`src/rtl/booth_mult_arbiter_pkg.sv`:
```
// Shared definitions for the booth multiplier arbiter: FSM encoding,
// default sizing and a small one-hot helper.
package booth_mult_arbiter_pkg;

  localparam int DEF_WIDTH   = 4;
  localparam int DEF_LATENCY = 4;

  typedef enum logic [1:0] {
    IDLE = 2'd0,
    LOAD = 2'd1,
    RUN  = 2'd2,
    DONE = 2'd3
  } state_t;

  function automatic logic [1:0] onehot2(input logic id);
    return id ? 2'b10 : 2'b01;
  endfunction

endpackage

```
`src/rtl/booth_mult_arbiter_rr.sv`:
```
// Two-way round-robin grant: on a tie the requester that was not served
// last wins; a lone requester always wins.
module rr_arbiter2
  import booth_mult_arbiter_pkg::*;
(
  input  logic [1:0] valid,
  input  logic       last,
  output logic [1:0] grant,
  output logic       owner
);

  always_comb begin
    owner = valid[1] & (~valid[0] | ~last);
    grant = (valid == 2'b00) ? 2'b00 : onehot2(owner);
  end

endmodule

```
`src/rtl/booth_mult_arbiter.sv`:
```
// Shares one sequential booth multiplier between two requesters: arbitrate,
// pulse the multiplier load, wait a fixed run time, then hand back the product.
module booth_mult_arbiter
  import booth_mult_arbiter_pkg::*;
#(
  parameter int WIDTH   = DEF_WIDTH,
  parameter int LATENCY = DEF_LATENCY
) (
  input  logic                 clock,
  input  logic                 reset,
  input  logic                 req0_valid,
  input  logic                 req1_valid,
  output logic                 req0_ready,
  output logic                 req1_ready,
  input  logic [WIDTH-1:0]     req0_a,
  input  logic [WIDTH-1:0]     req0_b,
  input  logic [WIDTH-1:0]     req1_a,
  input  logic [WIDTH-1:0]     req1_b,
  output logic [1:0]           resp_valid,
  input  logic [1:0]           resp_ready,
  output logic [2*WIDTH-1:0]   resp_product,
  output logic                 busy,
  output logic [WIDTH-1:0]     mul_multiplicand,
  output logic [WIDTH-1:0]     mul_multiplier,
  output logic                 mul_load,
  input  logic [2*WIDTH-1:0]   mul_product
);

  localparam int CW = (LATENCY > 1) ? $clog2(LATENCY) : 1;

  state_t          state, nxt;
  logic            last, owner_q;
  logic [CW-1:0]   cnt;
  logic [1:0]      grant;
  logic            gnt_id;
  logic            idle_ok, accept, run_end;

  rr_arbiter2 u_arb (
    .valid ({req1_valid, req0_valid}),
    .last  (last),
    .grant (grant),
    .owner (gnt_id)
  );

  // ready is suppressed while reset is held so nothing is granted out of reset
  assign idle_ok    = (state == IDLE) && !reset;
  assign req0_ready = idle_ok & grant[0];
  assign req1_ready = idle_ok & grant[1];
  assign accept     = idle_ok & (|grant);
  assign run_end    = (state == RUN) && (cnt == CW'(LATENCY-1));

  assign mul_load   = (state == LOAD);
  assign busy       = (state != IDLE);
  assign resp_valid = (state == DONE) ? onehot2(owner_q) : 2'b00;

  always_ff @(posedge clock or posedge reset) begin
    if (reset) state <= IDLE;
    else       state <= nxt;
  end

  always_comb begin
    nxt = state;
    case (state)
      IDLE: if (accept)              nxt = LOAD;
      LOAD:                          nxt = RUN;
      RUN:  if (run_end)             nxt = DONE;
      DONE: if (resp_ready[owner_q]) nxt = IDLE;
      default:                       nxt = IDLE;
    endcase
  end

  // Operands stay on the multiplier inputs until the next accept.
  always_ff @(posedge clock or posedge reset) begin
    if (reset) begin
      last             <= 1'b1;
      owner_q          <= 1'b0;
      cnt              <= '0;
      mul_multiplicand <= '0;
      mul_multiplier   <= '0;
      resp_product     <= '0;
    end else begin
      if (accept) begin
        mul_multiplicand <= gnt_id ? req1_a : req0_a;
        mul_multiplier   <= gnt_id ? req1_b : req0_b;
        owner_q          <= gnt_id;
        last             <= gnt_id;
      end
      if (state == LOAD)     cnt <= '0;
      else if (state == RUN) cnt <= cnt + 1'b1;
      if (run_end)           resp_product <= mul_product;
    end
  end

endmodule

```
`config.mk`:
```
export PLATFORM = sky130hd
export DESIGN_NAME = booth_mult_arbiter
export DESIGN_NICKNAME = d
export VERILOG_FILES = /design/src/rtl/booth_mult_arbiter_pkg.sv /design/src/rtl/booth_mult_arbiter_rr.sv /design/src/rtl/booth_mult_arbiter.sv
export SDC_FILE = /design/constraint.sdc
export NUM_CORES = 1
export LEC_CHECK = 0
export ABC_AREA = 1
export CAP_MARGIN = 5
export CORE_MARGIN = 2
export CORE_UTILIZATION = 40
export CTS_CLUSTER_SIZE = 14
export DETAILED_ROUTE_END_ITERATION = 12
export PLACE_DENSITY = 0.75
export SYNTH_ARGS = -nofsm -noshare
export SYNTH_HDL_FRONTEND = slang
export SYNTH_SLANG_ARGS = --single-unit
```
`constraint.sdc`:
```
create_clock -name clock -period 1.7 [get_ports clock]
set_input_delay 0.255 -clock clock [delete_from_list [all_inputs] [get_ports clock]]
set_output_delay 0.255 -clock clock [all_outputs]
set_load 0.02 [all_outputs]
```
### Yosys cells after proc, flatten, opt, wreduce, memory -nomap -nowiden

Index checks and enable logic that the tools add are counted.

* flip-flop bits (word level): 22
* input bits: 30
* output and inout bits: 22
* logic and storage cells: 46

* add/sub/neg operators: 1
* $lt $le $gt $ge: 1
* eq/ne operators: 7
* muxes and demuxes: 14
* bitwise gates (word level): 7
* reductions and logical operators: 9

Operators with widths (count)
* $mux W2: 9
* $mux W4: 2
* $pmux W2 S4: 1
* $eq A2 B2 Y1 const B: 3
* $and A1 B1 Y1: 4
* $logic_not A2 Y1: 2
* $ne A2 B2 Y1 const B: 2
* $reduce_bool A2 Y1: 2
* $reduce_and A3 Y1: 1
* $add A2 B1 Y2 const B: 1
* $eq A2 B1 Y1 const B: 1
* $logic_and A1 B1 Y1: 2
* $lt A1 B2 Y1 const B: 1
* $mux W1: 2
* $ne A2 B1 Y1 const B: 1
* $not A1 Y1: 2
* $reduce_or A2 Y1: 1
* $logic_not A1 Y1: 1
* $or A1 B1 Y1: 1

### Longest topological paths before layout

Gate-level depths: netlist of the first run.

* depth in word-level cells: 9
* gate-level depth with buffers: 7
* mapped depth without buffers: 7

### Hierarchy

From an unflattened synthesis of the first run, not the netlist that was laid out.

* cell total of the unflattened synthesis: 131
* area, all modules: 1156.1 um2

Modules (own cells, without submodules)
* booth_mult_arbiter: times used 1, cells an instance 125, area each 1129.8 um2, sequential area each 551.8 um2
* rr_arbiter2: times used 1, cells an instance 6, area each 26.3 um2, sequential area each 0.0 um2

### Worst setup path after synthesis of the first run

No wires, ideal clock.

* path kind: register to output
* start point: register state[0]
* end point: output req0_ready
* data arrival time: 1.270 ns
* data required time: 1.445 ns
* setup slack: 0.175 ns
* stages on the path, launching flop included: 7
* buffers on the path: 0
* path through: dfrtp_1 -> inv_1 -> ha_1 -> nand2_2 -> nor2_8 -> inv_1 -> nor2_1

* longest elaborated chain between the ends: 3

Ends and longest elaborated chain
* from (decl): line booth_mult_arbiter.sv:31 `state_t state, nxt;`
* from (signal assigned): line booth_mult_arbiter.sv:58 `else state <= nxt;`
* $logic_not A2 Y1: line booth_mult_arbiter.sv:46 `assign idle_ok = (state == IDLE) && !reset;`
* $logic_and A1 B1 Y1: line booth_mult_arbiter.sv:46
* $and A1 B1 Y1: line booth_mult_arbiter.sv:47 `assign req0_ready = idle_ok & grant[0];`
* to (decl): line booth_mult_arbiter.sv:13 `output logic req0_ready,`

No other way between the ends.

### Worst setup path after layout of the first run

Ends and elaborated chain as after synthesis.

==> run_results.csv, run 1 <==
group,metric,value,unit
run_status,status,"finished, final reports clean",
pwr,power.total,3.02,mW
layout,fin_cells,206,
layout,n_fill_cell,212,
synth,synthXorXnorAreaFrac,0,
placement,portBuffers,51,
synth,synth_fp_nets,148,
pwr,ir_drop,1.05,mV
synth,syn_inst,112,
routing,via_per_inst,4.67,
clock_tree,clk_path_buf_depth,2,
clock_tree,post_cts_resized,22,
synth,yosys.area.top_type,"dfrtp_1",
clock_tree,cts_sinks,22,
floorplan,num_rows,18,
clock_tree,cts-root-buf,"clkbuf_4",
critical_path,critical_path_required,1.44,ns
clock_tree,path_clk_slew,0.12,ns
routing,remaining_drc_errors,0,
layout,regArea,552,sq um
synth,yosys_warnings,0,
critical_path,start_kind,"register",
critical_path,r2r_cells,5,
layout,drive_gt1_frac,0.233,
worst_hold_path,hold_path.class,"input pin to asynchronous set/reset pin",
pwr,switching_power,1.20,mW
synth,synth_top_family_by_area,"simple AND/OR/NAND/NOR gates",
floorplan,core_area,0.00252,sq mm
floorplan,die_height,56.2,um
pwr,p_int,1.82,mW
routing,wl_per_cell,12.6,um
floorplan,ios,52,
critical_path,cp_data_arrival_time,1.39,ns
pwr,p_seq_frac,0.313,
synth,avgSynthCellArea,9.74,sq um
floorplan,die_x,56.2,um
timing,clock.fmax,606,MHz
timing,whs,0.349,ns
global_routing,overflow,0,
global_routing,grtUsageTotal,0.170,
timing,worst_pin_slew,0.313,ns
clock_tree,insertion_delay,0.31,ns
global_routing,grt_antenna_before_repair,0,
timing,report.final.hold_viol_count,0,
pwr,combPwrFrac,0.590,
timing,rsz0062_at_grt,"true",
layout,finalNetCount,213,
pwr,sw_frac_of_total,0.399,
critical_path,r2r_slack,0.15,ns
global_routing,grt_max_degree,23,
synth,syn_area,0.00109,sq mm
critical_path,end_kind,"primary output",
critical_path,worstSetupEndpoint,"req0_ready",
clock_tree,cts_buffers,3,
synth,ys_seq_elements,22,
pwr,leakagePower,0.800,nW
layout,utilization,0.688,
routing,routed_wl,2600,um
synth,synth.distinct_cells,22,
synth,synth_compound_gate_area_share,0.0768,
pwr,power_density,1740,mW/mm^2
synth,synth-simple-area-share,0.208,
timing,setup_violations,0,
routing,drtAntennaViolNets,0,
clock_tree,cts_tree,"built",
timing,slew_headroom,0.791,
synth,seq_area_frac_synth,0.506,
timing,fin_crit_sh,0.970,
placement,dp_hpwl,2040,um
routing,vias,963,
critical_path,crit_start,"state[0]$_DFFE_PP0P_",
clock_tree,cts_setup_buffers,0,
layout,diodes,0,
placement,place_congestion,0.725,
clock_tree,hold_buffers,0,
routing,dr.first_iter.drc_count,16,
critical_path,reg2reg_from,"state[0]$_DFFE_PP0P_",
synth,synth.top_cell.area_share,0.482,
pwr,clkPwrFrac,0.097,
run,maxCapViolations,0,
layout,final_common_cell,"clkdlybuf4s50_1",
floorplan,start_util,0.433,
critical_path,path_class,"register to primary output",
floorplan,die_area,0.00316,sq mm
timing,fin_crit,1.65,ns
layout,layout_common_cells,"clkdlybuf4s50_1 (45), nand2_1 (28), dfrtp_1 (21)",
layout,multi_input_area,495,sq um
synth,muxShareOfSynthArea,0.0826,
synth,synth_adder_area_share,0.0688,
synth,synth_area_leaders,"dfrtp_1 (48%), nand2_1 (9.6%), mux2_2 (8.3%), ha_1 (6.9%), a31oi_1 (4.0%)",
routing,first_pass_iters,5,
layout,syn_to_final_growth,58.9,%
global_routing,grt_pass1_vias,994,
global_routing,grt_pass1_wl,4240,um
critical_path,crit_fanout,2,
timing,slew_violations,0,
timing,final.setup_skew,0.00101,ns
clock_tree,h-tree-depth,1,
critical_path,r2r-end,"resp_product[0]$_DFFE_PP0P_",
placement,dpl.cell_count,202,
[kinds of logic (layout without fill, tap and decap cells)]
group | Yosys count | count (layout)
simple gates | 49 | 49
flops | 22 | 22
buf+inv | 14 | 78
compound gates | 13 | 13
mux | 8 | 8
fa+ha+maj | 6 | 6
[worst max-delay path: stages, from the launching register on]
cell and delay, ns:
dfrtp_1 0.42, inv_2 0.09, ha_4 0.15, nand2_4 0.07, nor2_8 0.07, inv_1 0.05, nor2_1 0.09, buf_4 0.15
[area by class of cell]
| class | instances | area share |
|---|---|---|
| repair buffers | 61 | 0.325 |
| flip-flops and latches | 22 | 0.318 |
| multi-input cells | 76 | 0.286 |
| inverters | 13 | 0.0281 |
| well taps | 30 | 0.0216 |
| clock buffers | 4 | 0.0209 |
[per-stage QoR]
| step | setup slack (ns) | area, sq um | TNS [ns] |
|---|---|---|---|
| floorplan | 0.175 | 1090 | 0 |
| global placement | -0.274 | 1700 | -0.490 |
| detailed placement | -0.269 | 1700 | -0.464 |
| CTS | -0.0125 | 1740 | -0.0125 |
| global route | -0.0385 | 1730 | -0.0385 |
| finish | 0.0509 | 1730 | 0 |
[synthesized netlist by cell type]
master	count
a21oi_1	2
a31oi_1	7
a31oi_2	1
buf_8	1
dfrtp_1	21
dfstp_2	1
ha_1	6
inv_1	11
inv_2	2
mux2_2	8
nand2_1	28
nand2_2	2
nand3_1	3
nand4_1	2
nor2_1	10
nor2_2	1
nor2_4	1
nor2_8	1
o21ai_0	1
o21ai_1	1
o21bai_1	1
or2_2	1
[state kept, by name, indices dropped and copies added (netlist names)]
signal,flops
resp_product,8
mul_multiplier,4
mul_multiplicand,4
last,1
cnt,2
state,2
owner_q,1
[metal layers]
metal  share of wire  vias to the layer above  track usage
met5               0                        -            0
met3           0.048                        5       0.0349
li1                -                      491            -
met4           0.013                        0       0.0612
met1            0.42                      439        0.191
met2            0.52                       28        0.314
[power by group through the flow]
stage	registers, mW	clock network (mW)	logic, mW
after floorplan	1.19	0	0.724
after global placement	0.937	0	1.71
after detailed placement	0.952	0	1.77
after CTS	0.940	0.302	1.81
after global routing	0.979	0.322	1.92
final	0.944	0.293	1.78
[worst min path at each step]
stage | start | endpoint | slack (ns) | cells past startpoint
floorplan | reset | cnt[0]$_DFFE_PP0P_ | 0.13 | 1
detailed placement | last$_DFFE_PP1P_ | last$_DFFE_PP1P_ | 0.46 | 2
global route | reset | owner_q$_DFFE_PP0P_ | 0.36 | 3
finish | reset | owner_q$_DFFE_PP0P_ | 0.35 | 3
CTS | reset | owner_q$_DFFE_PP0P_ | 0.35 | 3
global placement | last$_DFFE_PP1P_ | last$_DFFE_PP1P_ | 0.46 | 2
No activity file was read; power rests on OpenSTA's default activity.
==> run 2, diff against run 1 <==
- PLACE_DENSITY: 0.75 -> 0.87
- RECOVER_POWER: not set -> 100
==> run 2 against run 1 <==
  * Power shrank 2.1%
  * Final area shrank 1.2%
  * Via count shrank 0.31%
  * Fmax shrank 2.1%
  * Sequential share of layout area grew 0.40 points
  * Non-clock buffer count shrank 1
  * Sequential cell count is the same
  * Setup slack lost 0.035 ns
  * First-iteration DRC count grew 69%
  * Largest cell class unchanged
  * Highest routed layer unchanged
==> run_results.csv, run 2 (synthesis results as in run 1) <==
group,metric,value,unit
run_status,status,"finished, final reports clean",
pwr,leakagePower,0.784,nW
routing,met1Wirelength,1110,um
pwr,combPwrFrac,0.595,
critical_path,cp.buffers_inverters,3,
placement,dpl.cell_count,201,
layout,diodes,0,
routing,wl_met3,148,um
layout,top_regs,"resp_product: 8 flops, mul_multiplicand: 4 flops, mul_multiplier: 4 flops",
critical_path,path_delay_family,"flip-flops",
layout,n_fill_cell,218,
routing,remaining_drc_errors,0,
routing,wl_per_cell,12.9,um
routing,wl_met2,1380,um
routing,drtAntennaViolNets,0,
timing,fin_crit,1.68,ns
run,maxCapViolations,0,
critical_path,slowest_stage,"dfrtp_1",
floorplan,core_area,0.00252,sq mm
placement,portBuffers,51,
critical_path,crit_fanout,2,
clock_tree,hold_buffers,0,
global_routing,grt_antenna_before_repair,0,
pwr,ir_drop,1.00,mV
timing,fin_crit_sh,0.991,
timing,rsz0062_at_grt,"true",
timing,clock.fmax,594,MHz
timing,whs,0.484,ns
clock_tree,insertion_delay,0.30,ns
routing,dr.first_iter.drc_count,27,
critical_path,end_kind,"primary output",
pwr,p_seq_frac,0.323,
layout,syn_to_final_growth,57.0,%
critical_path,crit_top_cell,"inv_2",
timing,final.setup_skew,0.00363,ns
global_routing,grt_max_degree,23,
clock_tree,path_clk_slew,0.12,ns
routing,first_pass_iters,4,
clock_tree,h-tree-depth,1,
critical_path,cp_cell_sequence,"inv_2 -> ha_4 -> nand2_4 -> nor2_8 -> inv_2 -> nor2_2 -> buf_6",
timing,report.final.hold_viol_count,0,
floorplan,start_util,0.433,
floorplan,die_area,0.00316,sq mm
layout,drive_gt1_frac,0.217,
routing,vias,960,
routing,top_layer_used,"met4",
floorplan,die_height,56.2,um
routing,via_per_inst,4.68,
layout,layout_common_cells,"clkdlybuf4s50_1 (45), nand2_1 (28), dfrtp_1 (21)",
pwr,sw_frac_of_total,0.405,
clock_tree,cts-root-buf,"clkbuf_4",
layout,fin_cells,205,
clock_tree,cts_tree,"built",
pwr,p_int,1.76,mW
critical_path,critical-path-max-stage-delay,0.42,ns
timing,worst_pin_slew,1.17,ns
placement,dp_hpwl,2070,um
pwr,power_density,1730,mW/mm^2
layout,finalNetCount,212,
timing,slew_violations,0,
layout,final_common_cell,"clkdlybuf4s50_1",
timing,timing.setup.tns,0,ns
critical_path,start_kind,"register",
critical_path,path_class,"register to primary output",
routing,routed_wl,2650,um
pwr,clkPwrFrac,0.082,
timing,setup_violations,0,
placement,place_congestion,0.771,
timing,slew_headroom,0.223,
worst_hold_path,hold_path.class,"register to register",
layout,top_register,"resp_product",
layout,largest_register_ffs,8,
floorplan,ios,52,
global_routing,overflow,0,
clock_tree,cts_setup_buffers,0,
floorplan,die_x,56.2,um
global_routing,grtUsageTotal,0.186,
clock_tree,clk_path_buf_depth,2,
critical_path,cp_data_arrival_time,1.43,ns
floorplan,num_rows,18,
critical_path,critical_path_required,1.44,ns
global_routing,grt_pass1_wl,4640,um
global_routing,grt_pass1_vias,1040,
pwr,switching_power,1.20,mW
clock_tree,cts_sinks,22,
clock_tree,cts_buffers,3,
pwr,power.total,2.96,mW
## run 2: path summary, 6_finish.rpt
kind	start	depth (start not counted)	slack [ns]	end
setup / recovery	state[0]$_DFFE_PP0P_	7	0.02	req0_ready
hold / removal	last$_DFFE_PP1P_	2	0.48	last$_DFFE_PP1P_
min in group asynchronous	reset	3	0.71	cnt[1]$_DFFE_PP0P_
max in group asynchronous	reset	3	0.30	mul_multiplicand[0]$_DFFE_PP0P_
setup reg to reg	state[0]$_DFFE_PP0P_	5	0.14	resp_product[2]$_DFFE_PP0P_
hold reg to reg	last$_DFFE_PP1P_	2	0.48	last$_DFFE_PP1P_
## run 2: per-layer routing
metal,global-route usage,vias up
met1,0.223,439
li1,-,489
met5,0,-
met4,0.0612,0
met2,0.331,30
met3,0.0372,2
## run 2: metrics by stage
stage,cell area (sq um),utilization,setup slack [ns]
final,1710,0.679,0.0157
after global routing,1710,0.679,-0.0657
after CTS,1720,0.680,-0.0199
after detailed placement,1690,0.671,-0.299
after global placement,1690,0.671,-0.261
after floorplan,1090,-,0.175
## run 2: worst min-delay path, delay by kind of cell, from the launching register on
kind / cells / cell delay (ns)
flip-flops: 1 / 0.39
AND/OR/NAND/NOR: 2 / 0.11
## run 2: cell type report
cell class	count	area [sq um]	share of cell area
clock buffer	4	26.3	0.0153
inverter	13	48.8	0.0285
multi-input combinational	76	495	0.289
sequential	22	552	0.322
tap	30	37.5	0.0219
timing repair buffer	60	553	0.323
## run 2: power groups by stage
stage                     Sequential (mW)  Clock, mW  Combinational [mW]
after floorplan                      1.19          0               0.724
after global placement              0.939          0                1.68
after detailed placement            0.955          0                1.76
after CTS                           0.947      0.255                1.78
after global routing                0.994      0.280                1.92
final                               0.955      0.244                1.76
## run 2: repair_timing
item                       4_1_cts  5_1_grt
gates resized for setup         22        8
setup endpoints to repair        6        3
hold endpoints to repair         0        0
pin swaps                        1        3
